**config.mk**
```make
export PLATFORM = sky130hd
export DESIGN_NAME = pmod_rx_frame_flat
export DESIGN_NICKNAME = d
export VERILOG_FILES = /design/src/rtl/pmod_rx_frame_if.sv /design/src/rtl/pmod_rx_frame.sv /design/src/flat_wrapper.sv
export SDC_FILE = /design/constraint.sdc
export NUM_CORES = 1
export LEC_CHECK = 0
export ABC_CLOCK_PERIOD_IN_PS = 2550
export CAP_MARGIN = 30
export CORE_ASPECT_RATIO = 0.9
export CORE_MARGIN = 4
export CORE_UTILIZATION = 54
export DETAILED_ROUTE_END_ITERATION = 10
export PLACE_DENSITY_LB_ADDON = 0.08
export SLEW_MARGIN = 5
export SYNTH_ARGS = -nofsm -noshare
export SYNTH_HDL_FRONTEND = slang
export SYNTH_SLANG_ARGS = --single-unit
```
**constraint.sdc**
```tcl
create_clock -name clk -period 2.55 [get_ports clk]
set_clock_uncertainty 0.2 [all_clocks]
set_input_delay 0.51 -clock clk [delete_from_list [all_inputs] [get_ports clk]]
set_output_delay 0.51 -clock clk [all_outputs]
set_load 0.02 [all_outputs]
```
**src/rtl/pmod_rx_frame_if.sv**
```systemverilog
// Bus bundle for pmod_rx_frame: the remote handshake and serial line in, the received frame out.
// The slave modport belongs to the receiver and the master modport to whatever drives it.
interface pmod_rx_frame_if #(
  parameter int DATA_W = 128,
  parameter int KEY_W  = 128
);
  logic              enable;
  logic              RxD;
  logic              r_sync;
  logic              r_acknowledge;
  logic              frame_ack;
  logic [DATA_W-1:0] data_out;
  logic [KEY_W-1:0]  key_out;
  logic              encrypt;
  logic              frame_valid;
  logic              frame_err;
  logic              busy;

  modport slave (
    input  enable, RxD, r_sync, r_acknowledge, frame_ack,
    output data_out, key_out, encrypt, frame_valid, frame_err, busy
  );

  modport master (
    output enable, RxD, r_sync, r_acknowledge, frame_ack,
    input  data_out, key_out, encrypt, frame_valid, frame_err, busy
  );
endinterface

```
**src/rtl/pmod_rx_frame.sv**
```systemverilog
// Serial frame receiver: mode bit, DATA_W data bits, KEY_W key bits, MSB first, one bit per acked clk.
// Define RX_PARITY_EN to add a trailing even-parity bit over mode+data+key.
module pmod_rx_frame #(
  parameter int DATA_W = 128,
  parameter int KEY_W  = 128
) (
  input  logic           clk,
  input  logic           reset_b,
  pmod_rx_frame_if.slave bus
);

  localparam int MAX_W = (DATA_W > KEY_W) ? DATA_W : KEY_W;
  localparam int CNT_W = $clog2(MAX_W + 1);
  localparam logic [CNT_W-1:0] DATA_LAST = CNT_W'(DATA_W - 1);
  localparam logic [CNT_W-1:0] KEY_LAST  = CNT_W'(KEY_W - 1);

  typedef enum logic [2:0] {
    S_IDLE,
    S_ARMED,
    S_MODE,
    S_DATA,
    S_KEY,
`ifdef RX_PARITY_EN
    S_PAR,
`endif
    S_DONE
  } state_t;

  state_t            r_state;
  logic [CNT_W-1:0]  r_cnt;
  logic              r_mode_sh;
  logic [DATA_W-1:0] r_data_sh;
  logic [KEY_W-1:0]  r_key_sh;
`ifdef RX_PARITY_EN
  logic              r_par;
`endif
  logic [DATA_W-1:0] r_data_out;
  logic [KEY_W-1:0]  r_key_out;
  logic              r_encrypt;
  logic              r_frame_valid;
  logic              r_frame_err;
  logic              r_busy;

  logic [DATA_W-1:0] w_data_next;
  logic [KEY_W-1:0]  w_key_next;
  logic              w_final_state;

  assign w_data_next = {r_data_sh[DATA_W-2:0], bus.RxD};
  assign w_key_next  = {r_key_sh[KEY_W-2:0], bus.RxD};

  // The state whose next sampled bit completes the frame; a frame_ack on that bit is ignored.
`ifdef RX_PARITY_EN
  assign w_final_state = (r_state == S_PAR);
`else
  assign w_final_state = (r_state == S_KEY) && (r_cnt == KEY_LAST);
`endif

  assign bus.data_out    = r_data_out;
  assign bus.key_out     = r_key_out;
  assign bus.encrypt     = r_encrypt;
  assign bus.frame_valid = r_frame_valid;
  assign bus.frame_err   = r_frame_err;
  assign bus.busy        = r_busy;

  always_ff @(posedge clk) begin
    if (reset_b) begin
      r_state       <= S_IDLE;
      r_cnt         <= '0;
      r_mode_sh     <= 1'b0;
      r_data_sh     <= '0;
      r_key_sh      <= '0;
`ifdef RX_PARITY_EN
      r_par         <= 1'b0;
`endif
      r_data_out    <= '0;
      r_key_out     <= '0;
      r_encrypt     <= 1'b0;
      r_frame_valid <= 1'b0;
      r_frame_err   <= 1'b0;
      r_busy        <= 1'b0;
    end else if (bus.enable) begin
      case (r_state)
        S_IDLE: begin
          if (bus.frame_ack) r_frame_err <= 1'b0;
          if (bus.r_sync && !bus.r_acknowledge) begin
            r_state <= S_ARMED;
            r_busy  <= 1'b1;
          end
        end

        S_ARMED: begin
          if (bus.frame_ack) r_frame_err <= 1'b0;
          if (!bus.r_sync) begin
            r_state <= S_IDLE;
            r_busy  <= 1'b0;
          end else if (bus.r_acknowledge) begin
            r_state <= S_MODE;
            r_cnt   <= '0;
          end
        end

        S_DONE: begin
          if (bus.frame_ack) begin
            r_state       <= S_IDLE;
            r_frame_valid <= 1'b0;
            r_frame_err   <= 1'b0;
          end else if (bus.r_sync && bus.r_acknowledge) begin
            r_frame_err <= 1'b1;
          end
        end

        // Receiving states: losing r_sync aborts without touching the visible frame.
        default: begin
          if (!bus.r_sync) begin
            r_state     <= S_IDLE;
            r_cnt       <= '0;
            r_busy      <= 1'b0;
            r_frame_err <= 1'b1;
          end else begin
            if (bus.frame_ack && !(bus.r_acknowledge && w_final_state)) r_frame_err <= 1'b0;
            if (bus.r_acknowledge) begin
              case (r_state)
                S_MODE: begin
                  r_mode_sh <= bus.RxD;
`ifdef RX_PARITY_EN
                  r_par     <= bus.RxD;
`endif
                  r_cnt     <= '0;
                  r_state   <= S_DATA;
                end

                S_DATA: begin
                  r_data_sh <= w_data_next;
`ifdef RX_PARITY_EN
                  r_par     <= r_par ^ bus.RxD;
`endif
                  if (r_cnt == DATA_LAST) begin
                    r_cnt   <= '0;
                    r_state <= S_KEY;
                  end else begin
                    r_cnt <= r_cnt + CNT_W'(1);
                  end
                end

                S_KEY: begin
                  r_key_sh <= w_key_next;
`ifdef RX_PARITY_EN
                  r_par    <= r_par ^ bus.RxD;
`endif
                  if (r_cnt == KEY_LAST) begin
                    r_cnt <= '0;
`ifdef RX_PARITY_EN
                    r_state <= S_PAR;
`else
                    r_data_out    <= r_data_sh;
                    r_key_out     <= w_key_next;
                    r_encrypt     <= r_mode_sh;
                    r_frame_valid <= 1'b1;
                    r_busy        <= 1'b0;
                    r_state       <= S_DONE;
`endif
                  end else begin
                    r_cnt <= r_cnt + CNT_W'(1);
                  end
                end

`ifdef RX_PARITY_EN
                // A parity mismatch still delivers the frame, flagged through frame_err.
                S_PAR: begin
                  r_data_out    <= r_data_sh;
                  r_key_out     <= r_key_sh;
                  r_encrypt     <= r_mode_sh;
                  r_frame_valid <= 1'b1;
                  r_busy        <= 1'b0;
                  r_state       <= S_DONE;
                  if (r_par ^ bus.RxD) r_frame_err <= 1'b1;
                end
`endif

                default: begin
                  r_state <= S_IDLE;
                  r_cnt   <= '0;
                  r_busy  <= 1'b0;
                end
              endcase
            end
          end
        end
      endcase
    end
  end

endmodule

```
**src/flat_wrapper.sv**
```systemverilog
// flat-port wrapper written by rule: the top's interface ports become plain ports
module pmod_rx_frame_flat 
#(
  parameter int DATA_W = 128,
  parameter int KEY_W  = 128
)
  (clk, reset_b, bus_enable, bus_RxD, bus_r_sync, bus_r_acknowledge, bus_frame_ack, bus_data_out, bus_key_out, bus_encrypt, bus_frame_valid, bus_frame_err, bus_busy);
  pmod_rx_frame_if #(.DATA_W(DATA_W), .KEY_W(KEY_W)) bus_i ();
  input  logic clk;
  input  logic reset_b;
  input wire logic [$bits(bus_i.enable)-1:0] bus_enable;
  input wire logic [$bits(bus_i.RxD)-1:0] bus_RxD;
  input wire logic [$bits(bus_i.r_sync)-1:0] bus_r_sync;
  input wire logic [$bits(bus_i.r_acknowledge)-1:0] bus_r_acknowledge;
  input wire logic [$bits(bus_i.frame_ack)-1:0] bus_frame_ack;
  output wire logic [$bits(bus_i.data_out)-1:0] bus_data_out;
  output wire logic [$bits(bus_i.key_out)-1:0] bus_key_out;
  output wire logic [$bits(bus_i.encrypt)-1:0] bus_encrypt;
  output wire logic [$bits(bus_i.frame_valid)-1:0] bus_frame_valid;
  output wire logic [$bits(bus_i.frame_err)-1:0] bus_frame_err;
  output wire logic [$bits(bus_i.busy)-1:0] bus_busy;
  assign bus_i.enable = bus_enable;
  assign bus_i.RxD = bus_RxD;
  assign bus_i.r_sync = bus_r_sync;
  assign bus_i.r_acknowledge = bus_r_acknowledge;
  assign bus_i.frame_ack = bus_frame_ack;
  assign bus_data_out = bus_i.data_out;
  assign bus_key_out = bus_i.key_out;
  assign bus_encrypt = bus_i.encrypt;
  assign bus_frame_valid = bus_i.frame_valid;
  assign bus_frame_err = bus_i.frame_err;
  assign bus_busy = bus_i.busy;
  pmod_rx_frame #(.DATA_W(DATA_W), .KEY_W(KEY_W)) u_core (.clk(clk), .reset_b(reset_b), .bus(bus_i));
endmodule
```
==> results by group, run 1 <==
Worst setup path
  • CP Max Fanout: 2
  • Data arrival, critical path: 1.62 ns
  • CP Launch Type: register
  • Worst Path Required: 1.84 ns
  • Peak per-stage delay on the critical path: 0.64 ns
  • CP endpoint kind: output port
  • Delay-heaviest family, CP: buffers and inverters
  • Crit path cell chain: clkdlybuf4s50_1
  • Crit path buf inv count: 1
  • Setup CP Type: reg2out
  • Crit path max-delay cell type: clkdlybuf4s50_1

Synth
  • Main synth FF type: dfxtp_1
  • Cells after Synth: 2342
  • Yosys warns: 0
  • Sequential-to-total area share from yosys stat: 57.5%
  • Synthesized flop and latch total: 527
  • Unique cell type count in the Yosys netlist: 45
  • Post-synthesis async set-or-reset flop share: 0%
  • Syn avg cell area: 7.83 um2
  • Post-Syn Nets: 2350
  • Synthesized area: 18300 um2
  • Post-synth EDFFs: 0

STA
  • Unrepaired setup endpoints after global routing: no
  • Tcrit/Tclk final: 91.2%
  • Worst slew margin: 66.2%
  • Slew @ Worst Pin: 0.508 ns
  • Fmax: 0.430 GHz
  • Setup violations, final: 0
  • Hold Vio Cnt, Final: 0
  • Slew Viols, Final: 0
  • Fin crit period: 2.33 ns
  • Final worst-path setup slack: 0.224 ns
  • WHS: 0.164 ns

Pwr
  • PwrDens: 672 nW/um2
  • Tot Pwr: 15.8 mW
  • VDD IR-drop max: 0.000653 V
  • Leakage power total: 7.63 nW

Drt
  • Number of remaining DRC errors: 0
  • Drt initial violations: 966
  • Detail Route Antenna Nets: 0
  • Detailed Route WL: 43800 um
  • Vias: 15852
  • DR vias/cell: 5.20
  • Drt first pass iters: 5
  • Detailed-route wire length per cell: 14.4 um

Floorplan
  • Die footprint: 37000 um2
  • Die height: 183 um
  • IO Count: 267
  • # rows: 63
  • Die span in x: 202 um
  • Core Region: 33200 um2
  • Initial Utilization: 55.3%

Job
  • MaxCap Viol Count: 0

Global route
  • Pin count of the biggest net entering global routing: 97
  • Initial antenna violation count: 0
  • Vias in the first global route: 14608
  • Total global-route track usage: 22.7%
  • Grt total ovfl: 0
  • First-pass GRT wire length: 72500 um

Clock tree
  • Root Buffer: clkbuf_16
  • Htree depth: 2
  • Clk sink count: 527
  • Clk slew on worst S/H paths: 0.06 ns
  • CTS tree: done
  • Post-CTS Resized: 0
  • Clock Tree Buf Depth: 3
  • Post-CTS setup buffers: 0
  • Num CTS Buffers: 51
  • Clk Latency, worst-skew pair: 0.56 ns
  • Hold_buf cts: 0

Placed design
  • I/O Buffers: 266
  • DP HPWL: 28300 um
  • Post-Place Worst Slack: -0.0109 ns
  • GPL Wtd Cong: 0.762

Cells and area
  • Final core occ: 70.7%
  • Most frequent cells in the layout: nand2_1, dfxtp_1, a21oi_1, clkdlybuf4s50_1, clkbuf_16
  • Synth-to-layout area growth: 27.9%
  • ANT cells: 0
  • Share of layout cells above drive strength 1: 6.09%
  • Most common cell after layout, fill and taps aside: nand2_1
  • Nets: 2565
  • Fill cells: 2673

Status
  • Outcome: finished clean

Min path
  • Hold Path Class: in2reg
## per-layer routing
| metal | track usage [%] | up-vias | wire length, um |
|---|---|---|---|
| met1 | 31.2 | 7419 | 20000 |
| li1 | - | 7978 | - |
| met5 | 0 | - | 0 |
| met3 | 4.05 | 69 | 2400 |
| met2 | 37.4 | 386 | 20500 |
| met4 | 6.30 | 0 | 937 |
## final timing paths
check | from | slack, ns | cells past startpoint | to
worst max register to register | u_core.r_state[1] | 0.47 | 7 | u_core.bus.key_out[16]
worst max-delay path | u_core.bus.data_out[7] | 0.22 | 1 | bus_data_out[7]
worst min register to register | u_core.bus.key_out[78] | 0.25 | 2 | u_core.bus.key_out[78]
worst min-delay path | reset_b | 0.16 | 2 | u_core.r_key_sh[53]
## registers in the layout (all words and copies together), names as in the netlist
signal,count
u_core.bus.key_out,128
u_core.r_mode_sh,1
u_core.bus.frame_valid,1
u_core.r_cnt,8
u_core.bus.encrypt,1
u_core.r_state,3
u_core.bus.busy,1
u_core.r_key_sh,127
u_core.bus.frame_err,1
u_core.r_data_sh,128
u_core.bus.data_out,128
## cell families after synthesis
logic type / Yosys count / share of synthesized area (%)
AOI/OAI and AO/OA: 541 / 15.0
xor gates and xnor gates: 4 / 0.191
adders and majority gates: 1 / 0.0682
buffers and inverters: 182 / 4.22
DFF: 527 / 57.5
muxes: 3 / 0.171
and+or+nand+nor: 1084 / 22.8
## power by group
group	internal (mW)	switching, mW
logic	0.0714	0.182
clock network	4.25	3.02
registers	8.24	0.00593
total	12.6	3.21
## synth_stat cells (3+ instances only)
cell / n / share of area (%)
a21oi_1: 522 / 14
and3_1: 4 / 0.14
buf_1: 5 / 0.10
buf_2: 49 / 1.3
buf_4: 7 / 0.29
clkbuf_1: 114 / 2.3
dfxtp_1: 527 / 58
inv_1: 6 / 0.12
nand2_1: 1030 / 21
nand2b_1: 3 / 0.10
nand3_1: 6 / 0.16
nor2_1: 16 / 0.33
nor2b_1: 6 / 0.20
nor3_1: 4 / 0.11
o21ai_0: 4 / 0.11
or4_1: 3 / 0.12
xnor2_1: 3 / 0.14
## area by class of cell
cell class | instances | area, um2 | area share [%]
clock buffers | 79 | 1540 | 6.58
clock inverters | 12 | 93.8 | 0.400
inverters | 6 | 22.5 | 0.0960
multi-input cells | 1633 | 7050 | 30.1
flip-flops and latches | 527 | 10600 | 45.0
well taps | 455 | 569 | 2.43
repair buffers | 338 | 3620 | 15.4
## metrics by stage
stage	cells	cell area [um2]	TNS, ns
floorplan	2342	18300	0
global placement	2959	21800	0
detailed placement	2959	21800	-0.0292
CTS	3050	23400	0
global route	3050	23400	0
finish	3050	23400	0
(Power assumes the default switching activity.)
==> inputs of run 2 (changes only) <==
- CELL_PAD_IN_SITES_DETAIL_PLACEMENT: unset -> 0
- CELL_PAD_IN_SITES_GLOBAL_PLACEMENT: unset -> 1
- CORE_UTILIZATION: 54 -> 40
- HOLD_SLACK_MARGIN: unset -> 0.12
==> results by group, run 2 (synthesis results as in run 1) <==
Status
  • Outcome: finished clean

Placed design
  • I/O Buffers: 266 (unchanged)
  • Post-Place Worst Slack: -0.0906 ns (-0.0796 ns)
  • GPL Wtd Cong: 0.781 (+2.5%)
  • DP HPWL: 29300 um (+3.4%)

Cells and area
  • Share of layout cells above drive strength 1: 5.80% (-0.29 points)
  • Synth-to-layout area growth: 28.5%
  • ANT cells: 0 (unchanged)
  • Fill cells: 4405 (+65%)
  • Most common cell after layout, fill and taps aside: nand2_1
  • Most frequent cells in the layout: nand2_1, dfxtp_1, a21oi_1, clkdlybuf4s50_1, clkbuf_16
  • Final core occ: 52.0% (-19 points)
  • Nets: 2557 (-0.31%)

Drt
  • Detail Route Antenna Nets: 0 (unchanged)
  • Routed met3 length: 2230 um (-7.0%)
  • Metal-1 WL: 21700 um (+8.9%)
  • Detailed Route WL: 46300 um (+5.7%)
  • Drt first pass iters: 6 (+1)
  • DR vias/cell: 4.84 (-6.8%)
  • Number of remaining DRC errors: 0 (unchanged)
  • Detailed-route wire length per cell: 14.5 um (+0.92%)
  • WL met2: 21700 um (+5.5%)
  • Top layer reached by signal wires: met4
  • Vias: 15469 (-2.4%)
  • Drt initial violations: 1003 (+3.8%)

Pwr
  • Sequential Power Share: 50.9% (-1.4 points)
  • P_int: 12.9 mW (+2.4%)
  • PwrDens: 687 nW/um2 (+2.2%)
  • Logic pwr share: 1.6% (about the same)
  • Sw Ratio: 20.6% (+0.25 points)
  • Clock power share: 47.5% (+1.4 points)
  • Psw: 3.34 mW (+4.0%)
  • Leakage power total: 7.58 nW (-0.61%)
  • VDD IR-drop max: 0.000497 V (-24%)

STA
  • Hold Vio Cnt, Final: 0 (unchanged)
  • Fmax: 0.428 GHz (-0.46%)
  • Setup TNS: 0 ns (unchanged)
  • Setup violations, final: 0 (unchanged)
  • Tcrit/Tclk final: 91.6% (+0.42 points)
  • Slew Viols, Final: 0 (unchanged)
  • Unrepaired setup endpoints after global routing: no
  • Fin crit period: 2.34 ns (+0.0106 ns)
  • Worst slew margin: 72.1% (+5.9 points)
  • Slew @ Worst Pin: 0.419 ns (-0.0884 ns)
  • WHS: 0.252 ns (+0.0879 ns)
  • Final worst-path setup slack: 0.213 ns (-0.0106 ns)

Worst setup path
  • Setup CP Type: reg2out
  • Crit path buf inv count: 1 (unchanged)
  • Peak per-stage delay on the critical path: 0.65 ns (about the same)
  • CP Max Fanout: 2 (unchanged)
  • CP Launch Type: register
  • CP endpoint kind: output port
  • R2R Setup Slk: 0.32 ns (-0.15 ns)
  • Crit path max-delay cell type: clkdlybuf4s50_1
  • Worst Path Required: 1.84 ns (about the same)
  • Reg2reg start: u_core.r_state[2]
  • Delay-heaviest family, CP: buffers and inverters
  • Data arrival, critical path: 1.63 ns (about the same)
  • Crit path cell chain: clkdlybuf4s50_1
  • Crit path from: u_core.bus.data_out[114]

Floorplan
  • Initial Utilization: 40.4% (-15 points)
  • Die height: 211 um (+15%)
  • Die footprint: 49300 um2 (+33%)
  • Die span in x: 234 um (+16%)
  • IO Count: 267 (unchanged)
  • # rows: 74 (+17%)
  • Core Region: 45400 um2 (+37%)

Global route
  • Vias in the first global route: 14305 (-2.1%)
  • First-pass GRT wire length: 74600 um (+2.8%)
  • Total global-route track usage: 18.0% (-4.7 points)
  • Grt total ovfl: 0 (unchanged)
  • Initial antenna violation count: 0 (unchanged)
  • Pin count of the biggest net entering global routing: 85 (-12%)

Clock tree
  • Clk Latency, worst-skew pair: 0.58 ns (+0.02 ns)
  • Post-CTS setup buffers: 0 (unchanged)
  • Hold_buf cts: 1 (+1)
  • Clk sink count: 527 (unchanged)
  • Htree depth: 2 (unchanged)
  • Clk slew on worst S/H paths: 0.06 ns (about the same)
  • Num CTS Buffers: 53 (+3.9%)
  • CTS tree: done
  • Post-CTS Resized: 0 (unchanged)
  • Clock Tree Buf Depth: 3 (unchanged)
  • Root Buffer: clkbuf_16

Min path
  • Hold Path Origin: u_core.bus.data_out[67]
  • Hold Path Class: reg2reg

Job
  • MaxCap Viol Count: 0 (unchanged)
==> run 2: path summary, 6_finish.rpt <==
path                              to  cells past startpoint
max reg2reg  u_core.bus.key_out[123]                      7
min          u_core.bus.data_out[67]                      2
max                bus_data_out[114]                      1
min reg2reg  u_core.bus.data_out[67]                      2
==> run 2: stage by stage <==
step	total power, mW	area, um2	instances
floorplan	8.59	18300	2342
global placement	8.68	21800	3101
detailed placement	8.68	21800	3101
CTS	16.4	23600	3194
global route	16.8	23600	3194
finish	16.2	23600	3194
==> run 2: cell type report <==
cell class	count	area [um2]	area share [%]
clock buffers	78	1570	6.67
clock inverters	14	158	0.669
inverters	6	22.5	0.0955
multi-input cells	1633	7050	29.9
flip-flops and latches	527	10600	44.8
well taps	608	761	3.23
repair buffers	328	3460	14.7
==> run 2: power by group through the flow <==
stage               Clock, mW  Sequential [mW]  Combinational, mW
CTS                      7.95             8.24              0.259
finish                   7.70             8.24              0.257
global placement            0             8.43              0.256
global route             8.29             8.24              0.282
detailed placement          0             8.43              0.257
floorplan                   0             8.43              0.163
==> run 2: worst reg2reg max path, cell delays in order, from the launching register on <==
cell     delay [ns]
dfxtp_1        0.49
nor3b_2        0.44
nand2_4        0.10
nor3_4         0.24
buf_4          0.20
buf_12         0.22
nand2_1        0.15
a21oi_1        0.12
==> run 2: layer usage <==
layer  up-vias  track usage [%]
li1       7956                -
met1      7195             24.9
met2       272             29.2
met3        46             3.65
met4         0             4.42
met5         -                0
==> inputs of run 3 (changes only) <==
- GPL_TIMING_DRIVEN: unset -> 0
- HOLD_SLACK_MARGIN: 0.12 -> 0.06
==> results by group, run 3 (synthesis results as in run 1) <==
Status
  • Outcome: finished clean

STA
  • Unrepaired setup endpoints after global routing: no
  • Fin crit period: 2.42 ns (+0.0830 ns)
  • Worst slew margin: 47.9% (-24 points)
  • Fmax: 0.413 GHz (-3.4%)
  • Hold Vio Cnt, Final: 0 (unchanged)
  • Tcrit/Tclk final: 94.9% (+3.3 points)
  • WHS: 0.250 ns (-0.00155 ns)
  • Setup violations, final: 0 (unchanged)
  • Slew @ Worst Pin: 0.781 ns (+0.362 ns)
  • Slew Viols, Final: 0 (unchanged)

Clock tree
  • Clk Latency, worst-skew pair: 0.59 ns (about the same)
  • Htree depth: 2 (unchanged)
  • Root Buffer: clkbuf_16
  • Clk slew on worst S/H paths: 0.06 ns (about the same)
  • CTS tree: done
  • Num CTS Buffers: 54 (+1.9%)
  • Clock Tree Buf Depth: 3 (unchanged)
  • Clk sink count: 527 (unchanged)
  • Post-CTS setup buffers: 0 (unchanged)

Pwr
  • Logic pwr share: 1.7% (about the same)
  • Psw: 3.36 mW (+0.78%)
  • Leakage power total: 7.58 nW (about the same)
  • P_int: 12.7 mW (-1.4%)
  • Sequential Power Share: 51.4% (+0.5 points)
  • Tot Pwr: 16.0 mW (-0.94%)
  • VDD IR-drop max: 0.000410 V (-18%)
  • Clock power share: 47.0% (-0.5 points)
  • Sw Ratio: 21.0% (+0.36 points)
  • PwrDens: 683 nW/um2 (-0.58%)

Drt
  • Drt initial violations: 832 (-17%)
  • Detailed Route WL: 49000 um (+5.8%)
  • Detailed-route wire length per cell: 14.8 um (+2.1%)
  • DR vias/cell: 4.83 (-0.37%)
  • Detail Route Antenna Nets: 0 (unchanged)
  • Vias: 15962 (+3.2%)
  • Drt first pass iters: 6 (unchanged)
  • Number of remaining DRC errors: 0 (unchanged)

Floorplan
  • Core Region: 45400 um2 (unchanged)
  • Initial Utilization: 40.4% (unchanged)
  • Die height: 211 um (unchanged)
  • IO Count: 267 (unchanged)
  • Die span in x: 234 um (unchanged)
  • # rows: 74 (unchanged)
  • Die footprint: 49300 um2 (unchanged)

Cells and area
  • Nets: 2673 (+4.5%)
  • Most common cell after layout, fill and taps aside: nand2_1
  • Share of layout cells above drive strength 1: 5.74% (-0.060 points)
  • Final std cells w/o fill: 3308 (+3.6%)
  • Most frequent cells in the layout: nand2_1, dfxtp_1, a21oi_1, clkdlybuf4s50_1, clkbuf_1
  • ANT cells: 0 (unchanged)
  • Synth-to-layout area growth: 28.1%
  • Post-route cell area: 23500 um2 (-0.36%)
  • Fill cells: 4490 (+1.9%)

Global route
  • Initial antenna violation count: 0 (unchanged)
  • Vias in the first global route: 14728 (+3.0%)
  • Pin count of the biggest net entering global routing: 14 (-84%)
  • Grt total ovfl: 0 (unchanged)
  • First-pass GRT wire length: 77300 um (+3.7%)
  • Total global-route track usage: 19.2% (+1.2 points)

Worst setup path
  • CP Max Fanout: 10 (+8)
  • Worst Path Required: 2.79 ns (+0.95 ns)
  • Setup CP Type: in2reg
  • CP Launch Type: input pin
  • CP endpoint kind: register
  • Data arrival, critical path: 2.66 ns (+1.03 ns)

Placed design
  • I/O Buffers: 266 (unchanged)
  • Placed Cells: 3217 (+3.7%)
  • Post-DP Area: 21800 um2 (-0.26%)
  • GPL Wtd Cong: 0.791 (+1.3%)
  • DP HPWL: 34600 um (+18%)

Min path
  • Hold Path Class: reg2reg

Job
  • MaxCap Viol Count: 0 (unchanged)
==> run 3: worst paths after layout <==
check	startpoint	endpoint	slack (ns)	cells past startpoint
worst max register to register	u_core.r_cnt[0]	u_core.bus.key_out[16]	0.17	8
worst min register to register	u_core.bus.key_out[90]	u_core.bus.key_out[90]	0.25	2
worst max-delay path	reset_b	u_core.bus.key_out[54]	0.13	5
worst min-delay path	u_core.bus.key_out[90]	u_core.bus.key_out[90]	0.25	2
==> run 3: area by class of cell <==
cell class,count,area [um2],area share [%]
plain buffers,176,786,3.35
clock buffers,85,1610,6.85
clock inverters,6,61.3,0.261
inverters,6,22.5,0.0959
multi-input cells,1633,7020,29.9
flip-flops and latches,527,10600,44.9
well taps,608,761,3.24
repair buffers,267,2680,11.4
==> run 3: timing repair <==
item	4_1_cts	5_1_grt
hold buffers	0	0
gates resized for setup	6	39
hold endpoints to repair	0	0
endpoints found under the setup margin	230	308
==> run 3: metrics by stage <==
stage / worst slack (ns) / TNS (ns) / util (%)
2_1_floorplan: 0.546 / 0 / -
3_3_place_gp: -0.902 / -284.45 / 48.0
3_5_place_dp: -0.870 / -280.72 / 48.0
4_1_cts: 0.0267 / 0 / 51.7
5_1_grt: 0.00948 / 0 / 51.8
6_report: 0.130 / 0 / 51.8
==> run 3: metal layers <==
| metal | up-vias | share of wire [%] | global-route usage (%) |
|---|---|---|---|
| li1 | 8204 | - | - |
| met1 | 7401 | 48 | 26.6 |
| met2 | 290 | 46 | 30.7 |
| met3 | 67 | 4.9 | 4.00 |
| met4 | 0 | 1.8 | 5.02 |
| met5 | - | 0 | 0 |
==> run 3: power by group through the flow <==
stage / logic [mW] / registers [mW] / clock network, mW
after global placement: 0.265 / 8.42 / 0
after detailed placement: 0.269 / 8.42 / 0
after global routing: 0.295 / 8.24 / 8.10
after CTS: 0.270 / 8.24 / 7.76
after floorplan: 0.163 / 8.43 / 0
final: 0.267 / 8.24 / 7.54
==> run 3: worst max-delay path: stages <==
cell and delay [ns]:
clkdlybuf4s50_1 0.55, clkbuf_1 0.32, clkbuf_1 0.64, clkbuf_1 0.52, a21oi_1 0.11
